==> config.mk <==
export PLATFORM = sky130hd
export DESIGN_NAME = axi_write_arbiter_flat
export DESIGN_NICKNAME = d
export VERILOG_FILES = /design/src/rtl/axi_write_arbiter_if.sv /design/src/rtl/axi_write_arbiter.sv /design/src/flat_wrapper.sv
export SDC_FILE = /design/constraint.sdc
export NUM_CORES = 1
export LEC_CHECK = 0
export CORE_MARGIN = 5
export CORE_UTILIZATION = 33
export DETAILED_ROUTE_END_ITERATION = 16
export GPL_TIMING_DRIVEN = 0
export PLACE_DENSITY = 0.95
export SYNTH_ARGS = -nofsm -noshare
export SYNTH_HDL_FRONTEND = slang
export SYNTH_SLANG_ARGS = --single-unit
==> constraint.sdc <==
create_clock -name aclk -period 5.4 [get_ports aclk]
set_input_delay 1.08 -clock aclk [delete_from_list [all_inputs] [get_ports aclk]]
set_output_delay 1.08 -clock aclk [all_outputs]
set_load 0.01 [all_outputs]
==> src/rtl/axi_write_arbiter_if.sv <==
// axi_write_arbiter_if: AXI4 write channels (AW, W, B) for one port, with master/slave views
interface axi_write_arbiter_if #(
  parameter int DATA_WIDTH = 32,
  parameter int ADDR_WIDTH = 16
);
  logic [ADDR_WIDTH-1:0] awaddr;
  logic [7:0]            awlen;
  logic [2:0]            awsize;
  logic                  awvalid;
  logic                  awready;
  logic [DATA_WIDTH-1:0] wdata;
  logic                  wlast;
  logic                  wvalid;
  logic                  wready;
  logic [1:0]            bresp;
  logic                  bvalid;
  logic                  bready;
  modport master (
    output awaddr, awlen, awsize, awvalid, wdata, wlast, wvalid, bready,
    input  awready, wready, bresp, bvalid
  );
  modport slave (
    input  awaddr, awlen, awsize, awvalid, wdata, wlast, wvalid, bready,
    output awready, wready, bresp, bvalid
  );
endinterface

==> src/rtl/axi_write_arbiter.sv <==
// axi_write_arbiter: round-robin two-master AXI4 write arbiter, one AW/W/B transaction at a time
module axi_write_arbiter (
  input  logic                     aclk,
  input  logic                     areset,
  axi_write_arbiter_if.slave       m0,
  axi_write_arbiter_if.slave       m1,
  axi_write_arbiter_if.master      s,
  output logic [1:0]               grant,
  output logic                     last_err
);
  typedef enum logic [1:0] {IDLE, ADDR, DATA, RESP} state_t;
  state_t     state, state_d;
  logic [1:0] grant_d;
  logic       pri, pri_d;
  logic [7:0] len_q, len_d, beat, beat_d;
  logic       sel, last;
  assign sel  = grant[1];
  assign last = beat == len_q;
  always_ff @(posedge aclk)
    if (areset) begin
      state <= IDLE;
      grant <= '0;
      pri   <= 1'b0;
      len_q <= '0;
      beat  <= '0;
    end else begin
      state <= state_d;
      grant <= grant_d;
      pri   <= pri_d;
      len_q <= len_d;
      beat  <= beat_d;
    end
  always_comb begin
    state_d    = state;
    grant_d    = grant;
    pri_d      = pri;
    len_d      = len_q;
    beat_d     = beat;
    last_err   = 1'b0;
    s.awaddr   = '0;
    s.awlen    = '0;
    s.awsize   = '0;
    s.awvalid  = 1'b0;
    s.wdata    = '0;
    s.wlast    = 1'b0;
    s.wvalid   = 1'b0;
    s.bready   = 1'b0;
    m0.awready = 1'b0;
    m1.awready = 1'b0;
    m0.wready  = 1'b0;
    m1.wready  = 1'b0;
    m0.bresp   = '0;
    m1.bresp   = '0;
    m0.bvalid  = 1'b0;
    m1.bvalid  = 1'b0;
    if (state == IDLE) begin
      // pri=1 means M1 holds priority on a tie
      if (m0.awvalid || m1.awvalid) begin
        grant_d = (m0.awvalid && !(m1.awvalid && pri)) ? 2'b01 : 2'b10;
        state_d = ADDR;
      end
    end else if (state == ADDR) begin
      s.awaddr   = sel ? m1.awaddr : m0.awaddr;
      s.awlen    = sel ? m1.awlen : m0.awlen;
      s.awsize   = sel ? m1.awsize : m0.awsize;
      s.awvalid  = sel ? m1.awvalid : m0.awvalid;
      m0.awready = !sel && s.awready;
      m1.awready = sel && s.awready;
      if (s.awvalid && s.awready) begin
        len_d   = s.awlen;
        beat_d  = '0;
        state_d = DATA;
      end
    end else if (state == DATA) begin
      s.wdata   = sel ? m1.wdata : m0.wdata;
      s.wvalid  = sel ? m1.wvalid : m0.wvalid;
      s.wlast   = last;
      m0.wready = !sel && s.wready;
      m1.wready = sel && s.wready;
      if (s.wvalid && s.wready) begin
        beat_d   = beat + 8'd1;
        last_err = (sel ? m1.wlast : m0.wlast) != last;
        if (last) state_d = RESP;
      end
    end else begin
      s.bready  = sel ? m1.bready : m0.bready;
      m0.bvalid = !sel && s.bvalid;
      m1.bvalid = sel && s.bvalid;
      m0.bresp  = sel ? 2'b00 : s.bresp;
      m1.bresp  = sel ? s.bresp : 2'b00;
      if (s.bvalid && s.bready) begin
        pri_d   = !sel;
        grant_d = '0;
        state_d = IDLE;
      end
    end
  end
endmodule

==> src/flat_wrapper.sv <==
// flat-port wrapper written by rule: the top's interface ports become plain ports
module axi_write_arbiter_flat 
  (aclk, areset, grant, last_err, m0_awaddr, m0_awlen, m0_awsize, m0_awvalid, m0_wdata, m0_wlast, m0_wvalid, m0_bready, m0_awready, m0_wready, m0_bresp, m0_bvalid, m1_awaddr, m1_awlen, m1_awsize, m1_awvalid, m1_wdata, m1_wlast, m1_wvalid, m1_bready, m1_awready, m1_wready, m1_bresp, m1_bvalid, s_awaddr, s_awlen, s_awsize, s_awvalid, s_wdata, s_wlast, s_wvalid, s_bready, s_awready, s_wready, s_bresp, s_bvalid);
  axi_write_arbiter_if #(.DATA_WIDTH(32), .ADDR_WIDTH(16)) m0_i ();
  axi_write_arbiter_if #(.DATA_WIDTH(32), .ADDR_WIDTH(16)) m1_i ();
  axi_write_arbiter_if #(.DATA_WIDTH(32), .ADDR_WIDTH(16)) s_i ();
  input  logic aclk;
  input  logic areset;
  output logic [1:0] grant;
  output logic last_err;
  input wire logic [$bits(m0_i.awaddr)-1:0] m0_awaddr;
  input wire logic [$bits(m0_i.awlen)-1:0] m0_awlen;
  input wire logic [$bits(m0_i.awsize)-1:0] m0_awsize;
  input wire logic [$bits(m0_i.awvalid)-1:0] m0_awvalid;
  input wire logic [$bits(m0_i.wdata)-1:0] m0_wdata;
  input wire logic [$bits(m0_i.wlast)-1:0] m0_wlast;
  input wire logic [$bits(m0_i.wvalid)-1:0] m0_wvalid;
  input wire logic [$bits(m0_i.bready)-1:0] m0_bready;
  output wire logic [$bits(m0_i.awready)-1:0] m0_awready;
  output wire logic [$bits(m0_i.wready)-1:0] m0_wready;
  output wire logic [$bits(m0_i.bresp)-1:0] m0_bresp;
  output wire logic [$bits(m0_i.bvalid)-1:0] m0_bvalid;
  input wire logic [$bits(m1_i.awaddr)-1:0] m1_awaddr;
  input wire logic [$bits(m1_i.awlen)-1:0] m1_awlen;
  input wire logic [$bits(m1_i.awsize)-1:0] m1_awsize;
  input wire logic [$bits(m1_i.awvalid)-1:0] m1_awvalid;
  input wire logic [$bits(m1_i.wdata)-1:0] m1_wdata;
  input wire logic [$bits(m1_i.wlast)-1:0] m1_wlast;
  input wire logic [$bits(m1_i.wvalid)-1:0] m1_wvalid;
  input wire logic [$bits(m1_i.bready)-1:0] m1_bready;
  output wire logic [$bits(m1_i.awready)-1:0] m1_awready;
  output wire logic [$bits(m1_i.wready)-1:0] m1_wready;
  output wire logic [$bits(m1_i.bresp)-1:0] m1_bresp;
  output wire logic [$bits(m1_i.bvalid)-1:0] m1_bvalid;
  output wire logic [$bits(s_i.awaddr)-1:0] s_awaddr;
  output wire logic [$bits(s_i.awlen)-1:0] s_awlen;
  output wire logic [$bits(s_i.awsize)-1:0] s_awsize;
  output wire logic [$bits(s_i.awvalid)-1:0] s_awvalid;
  output wire logic [$bits(s_i.wdata)-1:0] s_wdata;
  output wire logic [$bits(s_i.wlast)-1:0] s_wlast;
  output wire logic [$bits(s_i.wvalid)-1:0] s_wvalid;
  output wire logic [$bits(s_i.bready)-1:0] s_bready;
  input wire logic [$bits(s_i.awready)-1:0] s_awready;
  input wire logic [$bits(s_i.wready)-1:0] s_wready;
  input wire logic [$bits(s_i.bresp)-1:0] s_bresp;
  input wire logic [$bits(s_i.bvalid)-1:0] s_bvalid;
  assign m0_i.awaddr = m0_awaddr;
  assign m0_i.awlen = m0_awlen;
  assign m0_i.awsize = m0_awsize;
  assign m0_i.awvalid = m0_awvalid;
  assign m0_i.wdata = m0_wdata;
  assign m0_i.wlast = m0_wlast;
  assign m0_i.wvalid = m0_wvalid;
  assign m0_i.bready = m0_bready;
  assign m0_awready = m0_i.awready;
  assign m0_wready = m0_i.wready;
  assign m0_bresp = m0_i.bresp;
  assign m0_bvalid = m0_i.bvalid;
  assign m1_i.awaddr = m1_awaddr;
  assign m1_i.awlen = m1_awlen;
  assign m1_i.awsize = m1_awsize;
  assign m1_i.awvalid = m1_awvalid;
  assign m1_i.wdata = m1_wdata;
  assign m1_i.wlast = m1_wlast;
  assign m1_i.wvalid = m1_wvalid;
  assign m1_i.bready = m1_bready;
  assign m1_awready = m1_i.awready;
  assign m1_wready = m1_i.wready;
  assign m1_bresp = m1_i.bresp;
  assign m1_bvalid = m1_i.bvalid;
  assign s_awaddr = s_i.awaddr;
  assign s_awlen = s_i.awlen;
  assign s_awsize = s_i.awsize;
  assign s_awvalid = s_i.awvalid;
  assign s_wdata = s_i.wdata;
  assign s_wlast = s_i.wlast;
  assign s_wvalid = s_i.wvalid;
  assign s_bready = s_i.bready;
  assign s_i.awready = s_awready;
  assign s_i.wready = s_wready;
  assign s_i.bresp = s_bresp;
  assign s_i.bvalid = s_bvalid;
  axi_write_arbiter u_core (.aclk(aclk), .areset(areset), .m0(m0_i), .m1(m1_i), .s(s_i), .grant(grant), .last_err(last_err));
endmodule
# Word-level counts from Yosys, hierarchy flattened
# Index checks and enable logic that the tools add are counted.
# classes
addsub	1
eq_ne	11
muxes	73
bitwise	3
n_reduce_logical	24
# ops
operator	count
two-way mux 32 bit	4
two-way mux 8 bit	7
two-way mux 16 bit	3
two-way mux 2 bit	21
two-way mux 1 bit	35
AND reduction 4 bit	3
logical AND 1 bit	11
two-way mux 3 bit	3
adder 8 x 1 -> 8 bit (second input constant)	1
== test 8 bit	1
nonzero test 2 bit	3
AND reduction 5 bit	1
!= test 2 x 1 -> 1 bit (second input constant)	2
!= test 2 bit (second input constant)	2
!= test 4 x 1 -> 1 bit (second input constant)	1
!= test 4 x 2 -> 1 bit (second input constant)	1
nonzero test 4 bit	1
!= test 3 x 2 -> 1 bit (second input constant)	1
NOT 1 bit	3
AND reduction 3 bit	1
== test 2 x 1 -> 1 bit (second input constant)	1
== test 2 bit (second input constant)	1
zero test 1 bit	2
zero test 2 bit	1
2 further kinds	2
# word_totals
ff_bits	21
in_bits	133
output_inout_bits	76
word_cells	117

# Logic depth before layout (Yosys ltp)
# logic_depth
ltp_word	6
ltp_mapped	8
ltp_nobuf	7

# Least setup slack after synthesis
# OpenSTA, ideal clock, no wires.
# synth_path
kind	flip-flop to output port
start	reg u_core.state[1]
end	out last_err
arrival_time_ns	1.730
required_time_ns	4.320
slack_ns	2.590
stages_incl_launch_ff	7
n_path_buf	2
cell_sequence	dfxtp_1 > inv_1 > ha_1 > buf_2 > or3b_1 > clkbuf_1 > nor4_1
# synth_between
elab_chain_cells	4
word_cells_on_any_way	6
cone_classes	eq/ne: 2; mux: 3; reduce/logical: 1
# synth_rtl
item	line	text
start, declared	axi_write_arbiter.sv:12	state_t state, state_d;
start signal, assigned	axi_write_arbiter.sv:27	state <= state_d;
== test 2 bit	axi_write_arbiter.sv:74	end else if (state == DATA) begin
two-way mux 1 bit	axi_write_arbiter.sv:74	
two-way mux 1 bit	axi_write_arbiter.sv:62	end else if (state == ADDR) begin
two-way mux 1 bit (*)	axi_write_arbiter.sv:56	if (state == IDLE) begin
end, declared	flat_wrapper.sv:10	output logic last_err;
# Mark *: on every way between the ends. The rest lies on a longest branch, timed or not.

# Final worst setup path
# layout_path
start	reg u_core.state[1]
end	out s_wdata[6]
# layout_between
elab_chain_cells	4
word_cells_on_any_way	6
cone_classes	eq/ne: 2; mux: 3; reduce/logical: 1
# layout_rtl
item	line	text
== test 2 bit	axi_write_arbiter.sv:74	
two-way mux 32 bit	axi_write_arbiter.sv:74	
two-way mux 32 bit	axi_write_arbiter.sv:62	
two-way mux 32 bit (*)	axi_write_arbiter.sv:56	
end, declared	flat_wrapper.sv:39	output wire logic [$bits(s_i.wdata)-1:0] s_wdata;
# Marks and branches as above.

==> impl.org <==
** Status
- The run finished with clean final reports.

** Drt
- Signal routing reaches up to met4.
- Detail-routed net length per standard cell :: 17.6 microns
- In this run, the number of DRC markers left after iteration 0 of detailed routing was 98.
- Wire segments on met2 add up to 4.86 mm in the final route.
- Number of detailed-routing iterations run before antenna repair :: 5
- Detailed routing inserted a total of 2890 vias.
- DR DRC count :: 0
- The detail route stage leaves a number of antenna-violating nets equal to 0.
- DR vias/cell :: 5.03
- Routed wire length on met3 :: 1.26 mm
- For this block, wires on met1 add up to 3.71 mm.
- Aggregate routed wire length :: 10.1 mm

** Setup path
- In this run the worst path has a maximum fanout of 10.
- CP Cell Sequence :: inv_1 > ha_1 > buf_2 > or3b_1 > clkbuf_1 > clkbuf_1 > nor2_1 > clkdlybuf4s50_1
- Worst EP required :: 4.32 ns
- Cell class contributing the biggest share of worst-path delay :: buffers and inverters
- The worst setup path is launched from a register.
- Endpoint arrival time on the critical path :: 2.77 ns
- Nature of the critical path endpoint :: output pin
- Number of buffer and inverter stages on the critical path :: 5
- The startpoint identified for the worst register-to-register timing path is u_core.state[0].
- Cell at the slowest stage of the critical path :: clkdlybuf4s50_1
- Biggest cell delay along the critical path :: 0.62 ns
- Worst reg2reg path endpoint :: u_core.len_q[4]
- Cell depth of the worst flop-to-flop path :: 8
- Slack of the worst reg-to-reg path :: 3.21 ns
- The cell that appears most often on the critical path is clkbuf_1.
- By startpoint and endpoint, the worst setup path is classified as reg -> out.

** Synthesis
- After synthesis, the netlist uses 34 different library cells.
- mux2i_1 takes more of the synthesized area than any other cell.
- Of all flip-flops after synthesis, the portion carrying an async set or reset was 0.
- Synthesized cell area :: 2150 sq um
- In this run the mean area of a mapped cell was 7.51 sq um.
- For this run, the register share of the synthesized area comes to 0.196.
- Yosys warning total :: 0
- Portion of synthesized cell area occupied by the leading cell type :: 0.298
- In the synthesized netlist the dominant register cell turns out to be dfxtp_1.
- Number of synthesized flops with an enable pin :: 0
- FF+latch count, synth :: 21
- After technology mapping, the gate count stands at 286.
- By instance count, the leading cell after synthesis is nor2_1.
- Syn_nets :: 423
- After synthesis, the most frequently instantiated cells are nor2_1 (80), mux2i_1 (64), dfxtp_1 (21).
- Yosys attributes the largest share of cell area to mux2i_1 (30%), dfxtp_1 (20%), nor2_1 (14%).

** Min path
- Along the worst hold path, the cell count comes to 2.
- Hold path start :: u_core.grant[0]
- Endpoint of the worst hold path :: u_core.grant[0]
- The worst hold path belongs to the class reg -> reg.

** STA
- Period utilisation layout :: 0.712
- Max-Slew Margin vs Limit :: 0.463
- The count of final hold-check violations came to 0.
- Worst slew pin tran :: 0.805 ns
- Derived from the worst setup path, the maximum achievable clock frequency is 260 MHz.
- Post-layout worst setup margin :: 1.55 ns
- Summed over all failing endpoints, the final setup total negative slack is 0 ns.
- Endpoints failing setup :: 0
- Number of pins with negative max-slew slack in the final report :: 0
- For the finished layout, the period the worst path requires is 3.85 ns.
- Layout Skew :: 0.00926 ns
- Setup repair after global routing left no endpoint under its margin.

** Clock network
- The longest clock path from root to sink contains 2 buffers.
- The root buffer cell chosen for the clock tree is clkbuf_8.
- TritonCTS built the clock tree.
- CTS built an H-tree with a depth of 1.
- Later-pin clock latency in the skew report :: 0.26 ns
- Clock tree synthesis inserted a total of 3 buffers.
- Buffer count from post-CTS setup fixing :: 0
- CTS Sinks :: 21
- Clock-pin slew was measured on the worst setup and hold paths at 0.06 ns.
- Total of hold buffers inserted after clock tree synthesis :: 0
- After clock tree synthesis, the repair step resized 0 gates.

** Power
- Power per standard cell area :: 238 nW/um^2
- Largest vdd supply drop :: 0.145 mV
- Leakage :: 1.61 nW
- Overall power consumption after layout is estimated at 1.04 mW.

** Global route
- The first global-routing pass estimated 15.6 mm of wire.
- Total congestion overflow after global routing :: 0
- Largest net degree at the start of global routing :: 12
- Number of global-route vias before repair :: 2958
- Overall track demand over capacity in global routing :: 0.232
- The initial antenna violation count came to 0.

** Job
- Max-cap violations in this run came to 0.

** Die
- Site row count :: 29
- For this design the top-level I/O count stands at 209.
- Die Height :: 90.7 microns
- After floorplanning, the core was sized to cover 6350 sq um.
- Initial core utilization :: 0.338
- Die width :: 90.7 microns
- The die covers 8220 sq um.

** Placement
- In this run the tool buffered the top-level ports with 207 buffer cells.
- Detailed placement ended at an HPWL of 8.70 mm.
- Timing analysis after detailed placement gives a worst setup slack of 1.73 ns.
- Weighted congestion reported at the end of routability-driven placement :: 0.919
- Including well taps, the total number of placed cells is 570.

** Final layout
- Fill count :: 494
- The multi-input combinational cells in the finished layout cover a total of 1620 sq um.
- Area growth, synth to finish :: 103%
- Fraction of layout instances using a drive strength above 1 :: 0.0262
- Number of nets in the final layout :: 635
- Number of antenna cells inserted :: 0
- Count of placed standard cells in the final layout, fillers left out :: 574
- Summing all flip-flop and latch instances after layout gives 420 sq um.
## sequential cells by signal, summed over array words and instances, names as in the netlist
name,count
u_core.len_q,8
u_core.beat,8
u_core.pri,1
u_core.state,2
u_core.grant,2
## power breakdown
part / switching, mW / total [mW] / internal [mW]
Combinational: 0.359 / 0.748 / 0.389
Clock: 0.0487 / 0.101 / 0.0526
Sequential: 0.0130 / 0.186 / 0.173
## cell usage in the layout, fill, tap and decap left out, types with 2 or more instances in the layout
master / n
clkbuf_8: 3
nor2b_1: 3
xnor2_1: 2
nor2_1: 80
nand2_1: 10
clkdlybuf4s50_1: 207
or3_1: 3
and3_1: 7
buf_1: 6
nor3_1: 4
nand4b_1: 2
nand4_1: 3
dfxtp_1: 21
o21ai_0: 5
clkbuf_1: 8
nand3b_1: 2
ha_1: 4
and4_1: 2
or3b_1: 2
a21oi_1: 9
nand3_1: 3
nor4_1: 3
mux2i_1: 64
nand2b_1: 4
a211oi_1: 9
xor2_1: 12
buf_2: 7
inv_1: 4
## worst max-delay path by stage
stage,from,end,slack [ns],cells after the start
after floorplan,u_core.state[1],last_err,2.59,6
after global placement,s_wready,last_err,1.74,4
after detailed placement,m1_wlast,last_err,1.73,5
after CTS,u_core.state[1],s_wdata[6],1.54,8
after global routing,u_core.state[1],s_wdata[3],1.35,8
final,u_core.state[1],s_wdata[6],1.55,8
## layout make-up
type                            instances  share of cell area
Timing Repair Buffer                  207               0.475
Multi-Input combinational cell        240               0.372
Sequential cell                        21              0.0964
Tap cell                               77              0.0221
Buffer                                 21              0.0209
Clock buffer                            4              0.0103
Inverter                                4             0.00344
## metrics by stage
stage               instance area (sq um)   util  hold WS, ns
floorplan                            2150      -        0.460
global route                         4360  0.687        0.531
detailed placement                   4320  0.680        0.469
CTS                                  4360  0.687        0.481
finish                               4360  0.687        0.474
global placement                     4320  0.680        0.468
## worst reg2reg max path, cell delays in order, from the launching register on
cell and delay [ns]:
dfxtp_1 0.39, inv_1 0.09, ha_1 0.24, buf_2 0.18, nand3b_1 0.22, nor2_1 0.45
buf_2 0.31, nor2_1 0.07, a211oi_1 0.19
## logic make-up after synthesis
kind of cell,after synthesis,synth area share
muxes,64,0.298
AOI/OAI and AO/OA,28,0.0938
buffers and inverters,25,0.0495
DFF,21,0.196
xor gates and xnor gates,14,0.0571
and+or+nand+nor,130,0.282
adders and majority gates,4,0.0233
## per-layer routing
metal  global-route usage  vias up
met5                    0        -
met4               0.0794        0
met3               0.0867       22
met2                0.405      171
met1                0.257     1287
li1                     -     1410
No activity file was read; power rests on OpenSTA's default activity.
